### config.mk
export PLATFORM = sky130hd
export DESIGN_NAME = score_seg_display
export DESIGN_NICKNAME = d
export VERILOG_FILES = /design/src/rtl/seg_pkg.sv /design/src/rtl/bin2bcd_seq.sv /design/src/rtl/score_seg_display.sv
export SDC_FILE = /design/constraint.sdc
export NUM_CORES = 1
export LEC_CHECK = 0
export CAP_MARGIN = 10
export CORE_ASPECT_RATIO = 0.75
export CORE_UTILIZATION = 53
export DETAILED_ROUTE_END_ITERATION = 8
export HOLD_SLACK_MARGIN = 0.02
export PLACE_DENSITY = 0.76
export SLEW_MARGIN = 10
export SYNTH_ARGS = -nofsm -noshare
export SYNTH_HDL_FRONTEND = slang
export SYNTH_SLANG_ARGS = --single-unit
### constraint.sdc
create_clock -name clk -period 2.32 [get_ports clk]
set_input_delay 0.464 -clock clk [delete_from_list [all_inputs] [get_ports clk]]
set_output_delay 0.464 -clock clk [all_outputs]
set_load 0.005 [all_outputs]
### src/rtl/seg_pkg.sv
// rtl/seg_pkg.sv - shared types, constants and helpers for the score seven-segment display
// Contents: converter FSM state enum, score ceiling, active-low segment code table,
// blank code, and the digit decode / saturation helpers used by the block.
package seg_pkg;

  typedef enum logic [1:0] {
    ST_IDLE,
    ST_CONVERT,
    ST_COMMIT
  } conv_state_t;

  localparam logic [13:0] MAX_SCORE = 14'd9999;

  // Double-dabble runs one iteration per input bit.
  localparam logic [3:0] LAST_ITER = 4'd13;

  localparam logic [6:0] SEG_OFF = 7'h7F;

  // Active-low {g,f,e,d,c,b,a}; entry d is the code for decimal digit d.
  localparam logic [9:0][6:0] SEG_CODES = {
    7'b0010000,  // 9
    7'b0000000,  // 8
    7'b1111000,  // 7
    7'b0000010,  // 6
    7'b0010010,  // 5
    7'b0011001,  // 4
    7'b0110000,  // 3
    7'b0100100,  // 2
    7'b1111001,  // 1
    7'b1000000   // 0
  };

  function automatic logic [6:0] seg_decode(input logic [3:0] digit);
    if (digit <= 4'd9) begin
      return SEG_CODES[digit];
    end
    return SEG_OFF;
  endfunction

  function automatic logic [13:0] saturate(input logic [13:0] value);
    return (value > MAX_SCORE) ? MAX_SCORE : value;
  endfunction

endpackage

### src/rtl/bin2bcd_seq.sv
// rtl/bin2bcd_seq.sv - handshaked sequential binary-to-BCD converter (shift-add-3)
// Ports:
//   clk, rst_n  : clock, asynchronous active-low reset
//   score_in    : 14-bit binary score, saturated to 9999 on capture
//   score_vld   : score_in valid, held by upstream until accepted
//   score_rdy   : high only in IDLE
//   bcd         : 16-bit BCD result, meaningful while commit is high
//   commit      : one-cycle strobe marking the finished result
module bin2bcd_seq
  import seg_pkg::*;
(
  input  logic        clk,
  input  logic        rst_n,
  input  logic [13:0] score_in,
  input  logic        score_vld,
  output logic        score_rdy,
  output logic [15:0] bcd,
  output logic        commit
);

  conv_state_t state_q, state_d;
  logic [13:0] bin_q;
  logic [15:0] bcd_q;
  logic [3:0]  iter_q;
  logic [15:0] bcd_adj;

  // Pre-shift correction: any nibble that would reach 10 after doubling gets +3.
  always_comb begin
    bcd_adj = bcd_q;
    for (int i = 0; i < 4; i++) begin
      if (bcd_q[4*i +: 4] >= 4'd5) begin
        bcd_adj[4*i +: 4] = bcd_q[4*i +: 4] + 4'd3;
      end
    end
  end

  always_comb begin
    state_d   = state_q;
    score_rdy = 1'b0;
    commit    = 1'b0;
    unique case (state_q)
      ST_IDLE: begin
        score_rdy = 1'b1;
        if (score_vld) begin
          state_d = ST_CONVERT;
        end
      end
      ST_CONVERT: begin
        if (iter_q == LAST_ITER) begin
          state_d = ST_COMMIT;
        end
      end
      ST_COMMIT: begin
        commit  = 1'b1;
        state_d = ST_IDLE;
      end
      default: state_d = ST_IDLE;
    endcase
  end

  always_ff @(posedge clk or negedge rst_n) begin
    if (!rst_n) begin
      state_q <= ST_IDLE;
    end else begin
      state_q <= state_d;
    end
  end

  always_ff @(posedge clk or negedge rst_n) begin
    if (!rst_n) begin
      bin_q  <= '0;
      bcd_q  <= '0;
      iter_q <= '0;
    end else begin
      if (state_q == ST_IDLE && score_vld) begin
        bin_q  <= saturate(score_in);
        bcd_q  <= '0;
        iter_q <= '0;
      end else if (state_q == ST_CONVERT) begin
        {bcd_q, bin_q} <= {bcd_adj, bin_q} << 1;
        iter_q         <= iter_q + 4'd1;
      end
    end
  end

  assign bcd = bcd_q;

endmodule

### src/rtl/score_seg_display.sv
// rtl/score_seg_display.sv - 4-digit multiplexed seven-segment score display
// Ports:
//   clk, rst_n  : clock, asynchronous active-low reset
//   score_in    : 14-bit binary score (values above 9999 show as 9999)
//   score_vld   : score_in valid, held until accepted
//   score_rdy   : block can accept a score
//   an          : active-low digit anodes, an[0] = rightmost digit
//   seg         : active-low segments {g,f,e,d,c,b,a}
//   dp          : active-low decimal point, always off
module score_seg_display
  import seg_pkg::*;
#(
  parameter int CLK_HZ  = 100_000_000,
  parameter int SCAN_HZ = 1000
) (
  input  logic        clk,
  input  logic        rst_n,
  input  logic [13:0] score_in,
  input  logic        score_vld,
  output logic        score_rdy,
  output logic [3:0]  an,
  output logic [6:0]  seg,
  output logic        dp
);

  localparam int DIV_RAW = CLK_HZ / SCAN_HZ;
  localparam int DIV     = (DIV_RAW < 2) ? 2 : DIV_RAW;
  localparam int PW      = $clog2(DIV);

  logic [15:0]   bcd;
  logic          commit;
  logic [15:0]   disp_q;
  logic [PW-1:0] pre_q;
  logic [1:0]    idx_q;
  logic [1:0]    idx_n;
  logic          wrap;
  logic          blank;
  logic [3:0]    an_d;
  logic [6:0]    seg_d;
  logic          z3, z32, z321;

  bin2bcd_seq u_conv (
    .clk       (clk),
    .rst_n     (rst_n),
    .score_in  (score_in),
    .score_vld (score_vld),
    .score_rdy (score_rdy),
    .bcd       (bcd),
    .commit    (commit)
  );

  assign wrap  = (pre_q == PW'(DIV - 1));
  assign idx_n = idx_q + 2'd1;

  // Zero runs from the most significant digit downward decide blanking.
  assign z3   = (disp_q[15:12] == 4'd0);
  assign z32  = z3  && (disp_q[11:8] == 4'd0);
  assign z321 = z32 && (disp_q[7:4]  == 4'd0);

  // Outputs are precomputed for the slot about to start, so they land on the wrap edge.
  always_comb begin
    blank = 1'b0;
    unique case (idx_n)
      2'd1:    blank = z321;
      2'd2:    blank = z32;
      2'd3:    blank = z3;
      default: blank = 1'b0;
    endcase
    seg_d = seg_decode(disp_q[{idx_n, 2'b00} +: 4]);
    an_d  = blank ? 4'b1111 : ~(4'b0001 << idx_n);
  end

  always_ff @(posedge clk or negedge rst_n) begin
    if (!rst_n) begin
      disp_q <= '0;
      pre_q  <= '0;
      idx_q  <= '0;
      an     <= 4'b1110;
      seg    <= SEG_CODES[0];
    end else begin
      if (commit) begin
        disp_q <= bcd;
      end
      if (wrap) begin
        pre_q <= '0;
        idx_q <= idx_n;
        an    <= an_d;
        seg   <= seg_d;
      end else begin
        pre_q <= pre_q + PW'(1);
      end
    end
  end

  assign dp = 1'b1;

endmodule

==> results of run 1 <==
-- final timing paths --
path                            startpoint               end  cells past startpoint
worst max-delay path              idx_q[0]            seg[4]                      9
worst min-delay path                 rst_n  u_conv.bin_q[11]                      1
worst max register to register    idx_q[0]            seg[4]                      9
worst min register to register    pre_q[0]          pre_q[0]                      1
max in group asynchronous            rst_n   u_conv.bin_q[6]                      2
min in group clk                  pre_q[0]          pre_q[0]                      1
-- metrics by stage --
stage          hold slack [ns]  TNS (ns)  std cells  setup slack [ns]  utilization [%]
4_1_cts                0.08269         0        534          0.004162            63.15
2_1_floorplan           0.1684         0        395           0.01707                -
3_5_place_dp            0.4640         0        519           0.03642            60.40
3_3_place_gp            0.4528         0        519            0.1406            60.40
5_1_grt                0.09841  -0.01130        536         -0.005987            63.49
6_report               0.06914         0        536            0.1354            63.49
-- state kept, by name (all words and copies together), names as in the netlist --
register        flops
pre_q              17
disp_q             16
u_conv.bcd         16
u_conv.bin_q       14
seg                 7
an                  4
u_conv.iter_q       4
idx_q               2
u_conv.state_q      2
-- cell usage after synthesis (3+ instances only) --
cell	instances	area share [%]
nor2b_1	3	0.47
nor2_1	41	3.8
a22oi_1	7	1.3
dfrtp_1	78	48
o22a_1	3	0.65
a31oi_1	5	0.78
xor2_1	8	1.7
o22ai_1	4	0.62
nand4_1	3	0.47
ha_1	21	6.5
a32o_1	4	0.99
a21oi_1	24	3.0
mux2_2	8	2.2
and3_1	7	1.1
xnor2_1	15	3.3
clkbuf_1	10	0.93
dfstp_2	4	2.6
mux4_2	4	2.2
o21ai_0	32	4.0
nand3_1	20	2.5
inv_1	17	1.6
nand2_1	31	2.9
o31ai_1	8	1.5
nor3_1	7	0.87
nand2b_1	9	1.4
-- cells by family after synthesis --
kind of cell | after synthesis | synth area share (%)
xor gates and xnor gates | 23 | 5.000
AOI/OAI and AO/OA | 91 | 13.63
other | 1 | 0.09308
and+or+nand+nor | 130 | 15.22
buffers and inverters | 34 | 3.758
adders and majority gates | 21 | 6.522
DFF | 82 | 51.06
muxes | 13 | 4.721
-- area by class of cell --
cell class                      instances  area (µm²)
Tap cell                              101       126.4
Clock buffer                           12       155.1
Multi-Input combinational cell        279        1833
Fill cell                             617        2689
Clock inverter                          2       37.54
Timing Repair Buffer                   43       402.9
Sequential cell                        82        2057
Inverter                               17       63.81
-- worst max-delay path, delay by kind of cell (launching register included) --
| family | cells | cell delay [ns] |
|---|---|---|
| compound gates | 2 | 0.39 |
| fa+ha+maj | 2 | 0.43 |
| mux | 1 | 0.35 |
| flops | 1 | 0.39 |
| simple gates | 2 | 0.24 |
| buf+inv | 2 | 0.27 |
-- metal layers --
metal | up-vias | share of wire, %
met2 | 56 | 46
met3 | 7 | 4.0
li1 | 1454 | -
met4 | 0 | 0.72
met5 | - | 0
met1 | 1480 | 49
-- power groups by stage --
stage | Clock [mW] | Sequential (mW) | Combinational [mW]
final | 1.05 | 2.10 | 1.53
after CTS | 1.06 | 2.09 | 1.54
after floorplan | 0 | 2.02 | 1.17
after global routing | 1.12 | 2.14 | 1.76
after global placement | 0 | 2.10 | 1.47
after detailed placement | 0 | 2.12 | 1.53
-- what timing repair did --
action                     4_1_cts  5_1_grt
pin swaps                        0        0
setup buffers                    1        2
setup endpoints to repair        3        6
resized for setup                1        4
==> summary.md, run 1 <==
| Metric | Value |
|---|---|
| Clock buffer depth | 2 |
| Crit path required time | 2.56 ns |
| Fmax achieved | 457.7 MHz |
| Setup-failing EPs final | 0 |
| Area grow syn2layout | 16.06% |
| HP Class | in -> async |
| Drt pass-1 iters | 4 |
| Nets | 470 |
| Proportion of layout cells with a drive suffix above 1 | 11.26% |
| Worst path max stage delay | 0.39 ns |
| Most frequent cells in the layout | dfrtp_1 (78), nor2_1 (41), o21ai_0 (32) |
| Post-Route Skew | 0.008884 ns |
| CTS clk-pin slew, worst paths | 0.08 ns |
| DR DRC count | 0 |
| Seq cells post-synth | 82 |
| Mapped Cells | 395 |
| Critical path arrival | 2.43 ns |
| Routed vias/inst | 5.591 |
| GRT Max-Usage Layer | met2 |
| DR vias | 2,997 |
| Sw Share | 35.36% |
| Asr flop ratio synth | 100.0% |
| Sequential Power Share | 44.9% |
| First-pass GRT wire length | 13.69 mm |
| Syn Nets | 433 |
| Met3 GRT Util | 6.667% |
| Post-DP HPWL | 5.592 mm |
| Synth Warn # | 0 |
| Initial drt markers | 189 |
| Die ar. | 7958 µm² |
| Initial antenna violation count | 0 |
| Psw | 1.653 mW |
| Root Driver | clkbuf_8 |
| Maximum fanout along the worst path | 5 |
| GPL Wtd Cong | 0.8011 |
| Post-DRT Antenna Nets | 0 |
| GR Util met2 | 33.60% |
| Overall Global Routing Usage | 22.54% |
| Synth Flop Type | dfrtp_1 |
| CTS Buf Count | 9 |
| Worst setup path class | reg -> reg |
| Slew HR | 46.68% |
| CTS tree | built |
| Status | finished clean |
| Grt met1 use | 31.56% |
| Starting Density | 54.71% |
| R2R Setup Slk | 0.14 ns |
| Routed WL | 7.935 mm |
| Register area share after synthesis | 51.06% |
| Most common cell after layout, fill and taps aside | dfrtp_1 |
| Die width | 102.7 µm |
| I/O pin count | 30 |
| Cell Chain, Critical Path | inv_1 > ha_4 > mux4_2 > inv_2 > ha_1 > nor2_1 > o21a_1 > nand2b_1 > o22a_1 |
| Die Y | 77.51 µm |
| Slew Viols, Final | 0 |
| Vias in the first global route | 2,912 |
| Final Hold Viols | 0 |
| Logic pwr share | 32.8% |
| Post-Place Cell Area | 4448 µm² |
| Internal power | 3.021 mW |
| Diodes inserted | 0 |
| Hold_buf cts | 0 |
| Syn avg cell area | 10.20 µm² |
| Design Area, Final | 4676 µm² |
| Post-synth EDFFs | 0 |
| IO buf count | 28 |
| Peak VDD IR | 600.2 µV |
| Max_cap viols | 0 |
| Crit start category | flop |
| Clk sinks | 82 |
| H-tree depth | 3 |
| Clk pwr share | 22.4% |
| Clk_lat worst skew | 0.36 ns |
| Total gr overflow | 0 |
| Core outline area | 7365 µm² |
| Power per cell area | 999.6 nW/µm² |
| Leak | 2.100 nW |
| Pin count of the biggest net entering global routing | 40 |
| Synth Cell Area | 4029 µm² |
| Crit end category | flop |
| Total Power | 4.674 mW |
| Row count | 27 |
| Slowest CP cell | dfrtp_1 |
| Tmin final | 2.185 ns |
| Worst-Margin Slew | 0.7998 ns |
| Cell variety after synth | 43 |
| Wire per inst | 14.80 µm |
| Final period util | 94.17% |
No activity file was read; power rests on OpenSTA's default activity.
==> run 2: changes to the inputs <==
Settings changed: CAP_MARGIN 10 to 15, CORE_MARGIN from default to 2.
==> summary.md, run 2 (synthesis gave the netlist of run 1 again) <==
| Metric | Value |
|---|---|
| H-tree depth | 3 (unchanged) |
| Clk sinks | 82 (unchanged) |
| Status | finished clean |
| Fmax achieved | 454.7 MHz (-0.67%) |
| Worst setup margin | 0.1206 ns (-0.01479 ns) |
| Met2 routed WL | 3.830 mm (+4.0%) |
| Area grow syn2layout | 15.59% |
| I/O pin count | 30 (unchanged) |
| Root Driver | clkbuf_8 |
| Worst setup path class | reg -> reg |
| HP Class | in -> async |
| Clk_lat worst skew | 0.35 ns (about the same) |
| Proportion of layout cells with a drive suffix above 1 | 10.19% (-1.1 points) |
| GPL Wtd Cong | 0.7792 (-2.7%) |
| Design Area, Final | 4657 µm² (-0.40%) |
| Worst-Margin Slew | 0.8768 ns (+0.07702 ns) |
| DR DRC count | 0 (unchanged) |
| Pin count of the biggest net entering global routing | 54 (+35%) |
| Starting Density | 54.71% (unchanged) |
| Post-Route Skew | 0.007326 ns (-0.001558 ns) |
| Tmin final | 2.199 ns (+0.01479 ns) |
| Max_cap viols | 0 (unchanged) |
| Final hold slack | 0.03419 ns (-0.03495 ns) |
| Peak VDD IR | 571.0 µV (-4.9%) |
| Core outline area | 7365 µm² (unchanged) |
| Overall Global Routing Usage | 21.81% (-0.73 points) |
| Maximum fanout along the worst path | 5 (unchanged) |
| Most common cell after layout, fill and taps aside | dfrtp_1 |
| Post-DP HPWL | 5.631 mm (+0.70%) |
| DR vias | 2,957 (-1.3%) |
| Fillers | 614 (-0.49%) |
| Largest register by flop count | pre_q |
| Die ar. | 8322 µm² (+4.6%) |
| Routed WL | 8.100 mm (+2.1%) |
| Final period util | 94.80% (+0.64 points) |
| Leak | 2.098 nW (about the same) |
| IO buf count | 28 (unchanged) |
| Largest register FFs | 17 (unchanged) |
| Placed insts | 516 (-0.58%) |
| WL met3 | 320 µm (unchanged) |
| Nets | 466 (-0.85%) |
| DP Worst Slack | -0.01327 ns (-0.04968 ns) |
| Most frequent cells in the layout | dfrtp_1 (78), nor2_1 (41), o21ai_0 (32) |
| Critical path arrival | 2.44 ns (about the same) |
| Total gr overflow | 0 (unchanged) |
| Post-Place Cell Area | 4425 µm² (-0.51%) |
| RSZ-0062 raised after global routing | false |
| Drt pass-1 iters | 5 (+1) |
| Final Core Density | 63.23% (-0.25 points) |
| Die width | 104.7 µm (+1.9%) |
| Slew Viols, Final | 0 (unchanged) |
| Wire per inst | 15.20 µm (+2.7%) |
| Initial antenna violation count | 0 (unchanged) |
| Diodes inserted | 0 (unchanged) |
| Routed vias/inst | 5.548 (-0.78%) |
| Row count | 27 (unchanged) |
| Crit end category | flop |
| CTS tree | built |
| Crit start category | flop |
| CTS clk-pin slew, worst paths | 0.08 ns (about the same) |
| First-pass GRT wire length | 14.21 mm (+3.8%) |
| Post-DRT Antenna Nets | 0 (unchanged) |
| DRT met1 WL | 3.803 mm (-1.8%) |
| Die Y | 79.51 µm (+2.6%) |
| Vias in the first global route | 2,957 (+1.5%) |
| Slew HR | 41.55% (-5.1 points) |
| Setup-failing EPs final | 0 (unchanged) |
| Final Hold Viols | 0 (unchanged) |
| Initial drt markers | 170 (-10%) |
| Max Used Layer | met4 |
| CTS Buf Count | 9 (unchanged) |
| Crit path required time | 2.56 ns (about the same) |
| Power per cell area | 1012 nW/µm² (+1.2%) |
| Layout Cells excl Fill | 533 (-0.56%) |
| Clock buffer depth | 2 (unchanged) |
-- run 2: through the flow --
step	setup TNS, ns	power [mW]
after floorplan	0	3.183
after global placement	0	3.550
after detailed placement	-0.01327	3.651
after CTS	0	4.737
after global routing	0	5.090
final	0	4.712
-- run 2: what timing repair did --
| action | CTS | global route |
|---|---|---|
| setup endpoints to repair | 3 | 3 |
| hold buffers | 0 | 0 |
| setup buffers | 2 | 0 |
| gates resized for setup | 1 | 2 |
-- run 2: where the power goes --
part           leakage [nW]  internal (mW)  total [mW]  switching [mW]
Sequential             1.04           1.79        2.10           0.305
Combinational         0.950          0.672        1.55           0.877
Clock                 0.106          0.579        1.07           0.487
Total                  2.10           3.04        4.71            1.67
-- run 2: worst paths after layout --
kind	slack [ns]	from	cells past startpoint	endpoint
max in group asynchronous	1.68	rst_n	2	pre_q[6]
max	0.12	idx_q[1]	9	seg[0]
max reg2reg	0.12	idx_q[1]	9	seg[0]
min	0.03	rst_n	1	u_conv.bcd[5]
min reg2reg	0.48	u_conv.bin_q[11]	2	u_conv.bin_q[12]
min in group clk	0.48	u_conv.bin_q[11]	2	u_conv.bin_q[12]
-- run 2: cell type report --
| cell class | count | area [µm²] | area share, % |
|---|---|---|---|
| Timing Repair Buffer | 39 | 372.9 | 8.006 |
| Inverter | 17 | 63.81 | 1.370 |
| Multi-Input combinational cell | 279 | 1833 | 39.36 |
| Clock inverter | 2 | 35.03 | 0.7523 |
| Sequential cell | 82 | 2057 | 44.17 |
| Tap cell | 101 | 126.4 | 2.714 |
| Clock buffer | 13 | 168.9 | 3.627 |
-- run 2: critical path, stage by stage, from the launching register on --
cell	delay, ns
dfrtp_1	0.36
inv_1	0.10
ha_4	0.32
mux4_2	0.33
inv_1	0.14
ha_1	0.20
nor2_1	0.05
o21a_1	0.21
nand2b_1	0.19
o22a_1	0.19
-- run 2: layer usage --
layer	up-vias	track usage [%]
met5	-	0
li1	1441	-
met3	16	6.122
met2	55	34.77
met4	0	7.467
met1	1445	29.04
